**config.mk**
```make
export PLATFORM = sky130hd
export DESIGN_NAME = uart_tx_buffered
export DESIGN_NICKNAME = d
export VERILOG_FILES = /design/src/rtl/uart_pkg.sv /design/src/rtl/sync_fifo.sv /design/src/rtl/uart_tx_buffered.sv
export SDC_FILE = /design/constraint.sdc
export NUM_CORES = 1
export LEC_CHECK = 0
export ABC_CLOCK_PERIOD_IN_PS = 6100
export CORE_UTILIZATION = 65
export DETAILED_ROUTE_END_ITERATION = 10
export MAX_ROUTING_LAYER = met4
export PLACE_DENSITY = 0.89
export SYNTH_ARGS = -nofsm -noshare
export SYNTH_HDL_FRONTEND = slang
export SYNTH_SLANG_ARGS = --single-unit
```
**constraint.sdc**
```tcl
create_clock -name i_clk -period 6.1 [get_ports i_clk]
set_input_delay 0.915 -clock i_clk [delete_from_list [all_inputs] [get_ports i_clk]]
set_output_delay 0.915 -clock i_clk [all_outputs]
set_load 0.02 [all_outputs]
```
**src/rtl/uart_pkg.sv**
```systemverilog
// uart_pkg
//   Types and constants shared by the UART TX block and the future RX block.
//   tx_state_t    : frame FSM states (PARITY is used only when parity is compiled in)
//   UART_DATA_BITS: data bits per frame
package uart_pkg;

  localparam int UART_DATA_BITS = 8;

  typedef enum logic [2:0] {
    IDLE   = 3'd0,
    START  = 3'd1,
    DATA   = 3'd2,
    PARITY = 3'd3,
    STOP   = 3'd4
  } tx_state_t;

endpackage

```
**src/rtl/sync_fifo.sv**
```systemverilog
// sync_fifo
//   Single-clock FIFO with a first-word-fall-through read port and registered
//   status flags. Pushes while full and pops while empty are ignored.
//   Ports:
//     i_clk, i_rst_n : clock and synchronous active-low reset
//     i_push, i_data : write request and data
//     i_pop          : read request; o_data always shows the head entry
//     o_full, o_empty, o_level : occupancy status after the current edge
module sync_fifo #(
  parameter int WIDTH = 8,
  parameter int DEPTH = 16
) (
  input  logic                       i_clk,
  input  logic                       i_rst_n,
  input  logic                       i_push,
  input  logic [WIDTH-1:0]           i_data,
  input  logic                       i_pop,
  output logic [WIDTH-1:0]           o_data,
  output logic                       o_full,
  output logic                       o_empty,
  output logic [$clog2(DEPTH):0]     o_level
);

  localparam int AW = $clog2(DEPTH);

  logic [WIDTH-1:0] mem_q [DEPTH];
  logic [AW-1:0]    wr_ptr_q, wr_ptr_d;
  logic [AW-1:0]    rd_ptr_q, rd_ptr_d;
  logic [AW:0]      level_q, level_d;
  logic             full_q, full_d;
  logic             empty_q, empty_d;
  logic             push_ok, pop_ok;

  assign push_ok = i_push && !full_q;
  assign pop_ok  = i_pop && !empty_q;

  always_comb begin
    // Pointers are AW bits wide, so they wrap modulo DEPTH on their own.
    wr_ptr_d = push_ok ? wr_ptr_q + 1'b1 : wr_ptr_q;
    rd_ptr_d = pop_ok  ? rd_ptr_q + 1'b1 : rd_ptr_q;
    level_d  = level_q + {{AW{1'b0}}, push_ok} - {{AW{1'b0}}, pop_ok};
    full_d   = (level_d == (AW+1)'(DEPTH));
    empty_d  = (level_d == '0);
  end

  always_ff @(posedge i_clk) begin
    if (!i_rst_n) begin
      wr_ptr_q <= '0;
      rd_ptr_q <= '0;
      level_q  <= '0;
      full_q   <= 1'b0;
      empty_q  <= 1'b1;
    end else begin
      wr_ptr_q <= wr_ptr_d;
      rd_ptr_q <= rd_ptr_d;
      level_q  <= level_d;
      full_q   <= full_d;
      empty_q  <= empty_d;
    end
  end

  // Storage is not reset; validity is tracked by the pointers.
  always_ff @(posedge i_clk) begin
    if (push_ok) begin
      mem_q[wr_ptr_q] <= i_data;
    end
  end

  assign o_data  = mem_q[rd_ptr_q];
  assign o_full  = full_q;
  assign o_empty = empty_q;
  assign o_level = level_q;

endmodule

```
**src/rtl/uart_tx_buffered.sv**
```systemverilog
// uart_tx_buffered
//   Buffered UART transmitter. Byte stores are queued in a FIFO and drained by
//   a frame FSM as 8N1 frames, or 8E1 frames when UART_TX_PARITY_EN is defined.
//   Ports:
//     i_clk, i_rst_n       : clock and synchronous active-low reset
//     i_wr_en, i_wr_data   : byte push from the memory controller
//     i_clr_ovf            : clears the sticky overflow flag
//     o_full, o_empty, o_level : FIFO status
//     o_busy               : frame FSM not idle
//     o_overflow           : sticky, a push arrived while full
//     o_tx                 : serial line, idle high
module uart_tx_buffered
  import uart_pkg::*;
#(
  parameter int CLKS_PER_BIT = 104,
  parameter int FIFO_DEPTH   = 16
) (
  input  logic                          i_clk,
  input  logic                          i_rst_n,
  input  logic                          i_wr_en,
  input  logic [7:0]                    i_wr_data,
  input  logic                          i_clr_ovf,
  output logic                          o_full,
  output logic                          o_empty,
  output logic [$clog2(FIFO_DEPTH):0]   o_level,
  output logic                          o_busy,
  output logic                          o_overflow,
  output logic                          o_tx
);

  tx_state_t        state_q, state_d;
  logic [15:0]      baud_q, baud_d;
  logic [2:0]       bit_idx_q, bit_idx_d;
  logic [7:0]       shift_q, shift_d;
  logic             tx_q, tx_d;
  logic             ovf_q, ovf_d;
  logic             pop;
  logic             bit_end;
  logic [7:0]       fifo_data;
  logic             fifo_full, fifo_empty;
`ifdef UART_TX_PARITY_EN
  logic             par_q, par_d;
`endif

  sync_fifo #(
    .WIDTH (8),
    .DEPTH (FIFO_DEPTH)
  ) u_fifo (
    .i_clk   (i_clk),
    .i_rst_n (i_rst_n),
    .i_push  (i_wr_en),
    .i_data  (i_wr_data),
    .i_pop   (pop),
    .o_data  (fifo_data),
    .o_full  (fifo_full),
    .o_empty (fifo_empty),
    .o_level (o_level)
  );

  assign bit_end = (baud_q == 16'(CLKS_PER_BIT - 1));

  always_comb begin
    state_d   = state_q;
    baud_d    = (state_q == IDLE || bit_end) ? 16'd0 : baud_q + 16'd1;
    bit_idx_d = bit_idx_q;
    shift_d   = shift_q;
    pop       = 1'b0;
    tx_d      = 1'b1;
`ifdef UART_TX_PARITY_EN
    par_d     = par_q;
`endif
    case (state_q)
      IDLE: begin
        if (!fifo_empty) begin
          pop     = 1'b1;
          shift_d = fifo_data;
`ifdef UART_TX_PARITY_EN
          par_d   = ^fifo_data;
`endif
          state_d = START;
        end
      end
      START: begin
        tx_d = 1'b0;
        if (bit_end) begin
          state_d   = DATA;
          bit_idx_d = 3'd0;
        end
      end
      DATA: begin
        tx_d = shift_q[0];
        if (bit_end) begin
          shift_d = {1'b0, shift_q[7:1]};
          if (bit_idx_q == 3'(UART_DATA_BITS - 1)) begin
`ifdef UART_TX_PARITY_EN
            state_d = PARITY;
`else
            state_d = STOP;
`endif
          end else begin
            bit_idx_d = bit_idx_q + 3'd1;
          end
        end
      end
`ifdef UART_TX_PARITY_EN
      PARITY: begin
        tx_d = par_q;
        if (bit_end) begin
          state_d = STOP;
        end
      end
`endif
      STOP: begin
        if (bit_end) begin
          // Chain straight into the next start bit when more data is waiting.
          if (!fifo_empty) begin
            pop     = 1'b1;
            shift_d = fifo_data;
`ifdef UART_TX_PARITY_EN
            par_d   = ^fifo_data;
`endif
            state_d = START;
          end else begin
            state_d = IDLE;
          end
        end
      end
      default: begin
        state_d = IDLE;
      end
    endcase
  end

  // A push that hits a full FIFO beats a simultaneous clear.
  always_comb begin
    ovf_d = ovf_q;
    if (i_wr_en && fifo_full) begin
      ovf_d = 1'b1;
    end else if (i_clr_ovf) begin
      ovf_d = 1'b0;
    end
  end

  always_ff @(posedge i_clk) begin
    if (!i_rst_n) begin
      state_q   <= IDLE;
      baud_q    <= 16'd0;
      bit_idx_q <= 3'd0;
      shift_q   <= 8'd0;
      tx_q      <= 1'b1;
      ovf_q     <= 1'b0;
`ifdef UART_TX_PARITY_EN
      par_q     <= 1'b0;
`endif
    end else begin
      state_q   <= state_d;
      baud_q    <= baud_d;
      bit_idx_q <= bit_idx_d;
      shift_q   <= shift_d;
      // The line level is registered from the current state, so it trails
      // the state register by one cycle; frame length is unaffected.
      tx_q      <= tx_d;
      ovf_q     <= ovf_d;
`ifdef UART_TX_PARITY_EN
      par_q     <= par_d;
`endif
    end
  end

  assign o_full     = fifo_full;
  assign o_empty    = fifo_empty;
  assign o_busy     = (state_q != IDLE);
  assign o_overflow = ovf_q;
  assign o_tx       = tx_q;

endmodule

```
==> metrics.cfg <==
[run_status]
status=finished clean

[power_and_ir_drop]
power.leakage_nw=2.73
power_frac_seq_pct=43.6
pwr-share-clk_pct=33.2
internal_power_mw=2.32
power_density_mw_per_mm2=404
p_comb_share_pct=23.2
ir_worst_vdd_mv=0.363
power.net_switching_mw=1.01
power_switching_share_pct=30.3

[synth]
yosys.area.top_type_share_pct=52.4
synth_area_mm2=0.00733
synth_area_per_cell_um2=14.3
async_flop_share_pct=0
syn_nets=539
synth_common_cells=edfxtp_1 (128), nor2_1 (53), dfxtp_1 (51)
yosysSeqAreaShare_pct=66.3
ys.flop_type=edfxtp_1
post-synth-top-area-cell=edfxtp_1
syn_inst=513
synth_edf_count=128
ys_types=51
synth_warnings=0
synthTopCellsByArea=edfxtp_1 (52%), dfxtp_1 (14%), mux4_2 (7.7%)
synth_seq_cells=179
yosysMostFrequentCell=edfxtp_1

[drt]
wl_met3_um=1020
routed-via-count=4364
maxUsedRoutingLayer=met4
wl_um=15100
dr_wl_met2_um=7620
remaining_drc_errors=0
drtIter0Drc=527
viasPerCell=6.35
first_pass_iters=5
m1WireLength_um=6120
ant_nets=0
wl_per_cell_um=22.0

[setup_path]
rr_worst_depth=11
end_kind=flop
reg2reg_to=u_fifo.o_empty
startpoint=baud_q[10]
path_max_fanout=9
critPathArrivalTime_ns=4.27
worstSetupStartpointType=flop
crit_type=reg2reg
critPathRequiredTime_ns=6.46
r2r_slack_ns=2.19
reg2reg_from=baud_q[10]

[floorplan]
die-area_mm2=0.0117
start_util_pct=67.0
pin_count=22
fp.dieW_um=108
die_y_um=108
core.rowCount=38
core_mm2=0.0109

[clock_tree]
h-tree-depth=4
cts_hold_buf=0
cts_tree=yes
cts.sinks=179
clock_path_buffers=2
cts-buffers-inserted=17
clockRootBuffer=clkbuf_16
cts.clk_slew.worst_paths_ns=0.07
post_cts_buffers=0
clk_latency_ns=0.44
ctsResizeCount=0

[placement]
gp_congestion=0.851
dp.final_hpwl_um=9370
placed_cells=655
dp_slack_ns=2.28
port_buffers=21

[sta]
finalSetupTns_ns=0
fin_ws_ns=2.19
hold_violations=0
setup_violations=0
min_period_ns=3.91
tightest_slew_ns=1.13
clock_skew_ns=0.0139
slew_viol_final=0
rsz0062_at_grt=false
period_share_pct=64.1
hold_slack_ns=0.464
max_slew_margin_pct=24.2
clock.fmax_mhz=256

[min_path]
hold_path_class=reg2reg
min_to=baud_q[0]
hp-start=baud_q[0]
hold_depth=1

[global_routing]
grt_usage_pct=29.1
grt_pass1_vias=4333
grt_pass1_wl_um=23200
overflow=0
grt_max_degree=46
antenna_found_initial=0

[run]
max_cap_viol_count=0

[cells_and_area]
fillers=638
seq_area_mm2=0.00487
n_antenna_cell=0
final_nets=560
instances_no_fill=687
area_growth_pct=12.7
multi_input_area_mm2=0.00229
post-route-util_pct=75.6
drive_gt1_share_pct=14.8

per-stage QoR:
step	cell area [um^2]	total power [mW]
floorplan	7330	2.02
global placement	7660	2.18
detailed placement	7660	2.23
CTS	8260	3.34
global route	8260	3.46
finish	8260	3.33
worst max path at each step:
stage                           to  slack [ns]  cells after the start
global placement    u_fifo.o_empty        2.53                     11
floorplan           u_fifo.o_empty        2.60                     12
detailed placement  u_fifo.o_empty        2.28                     11
finish              u_fifo.o_empty        2.19                     11
CTS                 u_fifo.o_empty        2.21                     11
global route        u_fifo.o_empty        2.11                     11
layer usage:
metal,vias to the layer above,track usage [%]
met1,2165,35.9
met2,184,46.2
li1,1981,-
met3,34,7.53
met5,-,-
met4,0,11.4
worst max-delay path, cell delays in order (launching register included):
cell	delay, ns
dfxtp_1	0.36
or4_1	0.55
or4_4	0.60
a21oi_4	0.25
ha_1	0.27
inv_1	0.08
ha_1	0.18
inv_1	0.07
fa_1	0.42
xnor2_1	0.18
or4b_2	0.66
o21ai_0	0.20
layout by cell type (no fill, tap or decap), types with 3 or more instances in the layout:
cell and n:
o21ai_0 9, a311oi_1 3, o22ai_1 3, inv_6 5, mux2_2 7, edfxtp_1 128
and2_1 3, nand2b_1 8, nor2b_1 11, nor4_1 4, nand3_1 10, xor2_1 13
buf_4 8, and3_1 4, nand4_1 4, mux2i_1 8, or3_1 7, dfxtp_1 50
a211oi_1 7, inv_1 13, inv_8 5, nand2_1 26, ha_1 13, clkdlybuf4s50_1 21
xnor2_1 9, nor3_1 13, a21oi_1 18, o31ai_1 6, nor2_1 53, a221oi_1 3
a31oi_1 4, mux4_2 25, clkbuf_16 17
layout make-up:
class                           instances  share of cell area [%]
Sequential cell                       179                    58.9
Clock inverter                         15                    2.17
Multi-Input combinational cell        293                    27.8
Inverter                               14                   0.636
Timing Repair Buffer                   29                    3.27
Tap cell                              140                    2.12
Clock buffer                           17                    5.15
kinds of logic after synthesis:
kind of cell | Yosys count | synth area share, %
flip-flops | 179 | 66.3
AND/OR/NAND/NOR | 152 | 10.3
AO/OA/AOI/OAI | 65 | 6.04
buffers and inverters | 41 | 2.36
multiplexers | 40 | 9.85
XOR/XNOR | 22 | 2.63
adder cells (fa/ha/maj) | 14 | 2.49
sequential cells by signal (all words and copies together), names as in the netlist, named ones only:
register,flops
bit_idx_q,3
shift_q,8
u_fifo.o_level,5
baud_q,16
u_fifo.wr_ptr_q,4
o_tx,1
u_fifo.o_empty,1
u_fifo.mem_q,128
o_overflow,1
u_fifo.rd_ptr_q,4
state_q,3
u_fifo.o_full,1
power by group through the flow:
stage / clock (mW) / combinational (mW) / sequential [mW]
2_1_floorplan: 0 / 0.538 / 1.48
3_3_place_gp: 0 / 0.712 / 1.47
3_5_place_dp: 0 / 0.757 / 1.48
4_1_cts: 1.11 / 0.774 / 1.45
5_1_grt: 1.16 / 0.844 / 1.46
6_report: 1.11 / 0.774 / 1.45
Power figures use the tool's default switching activity.
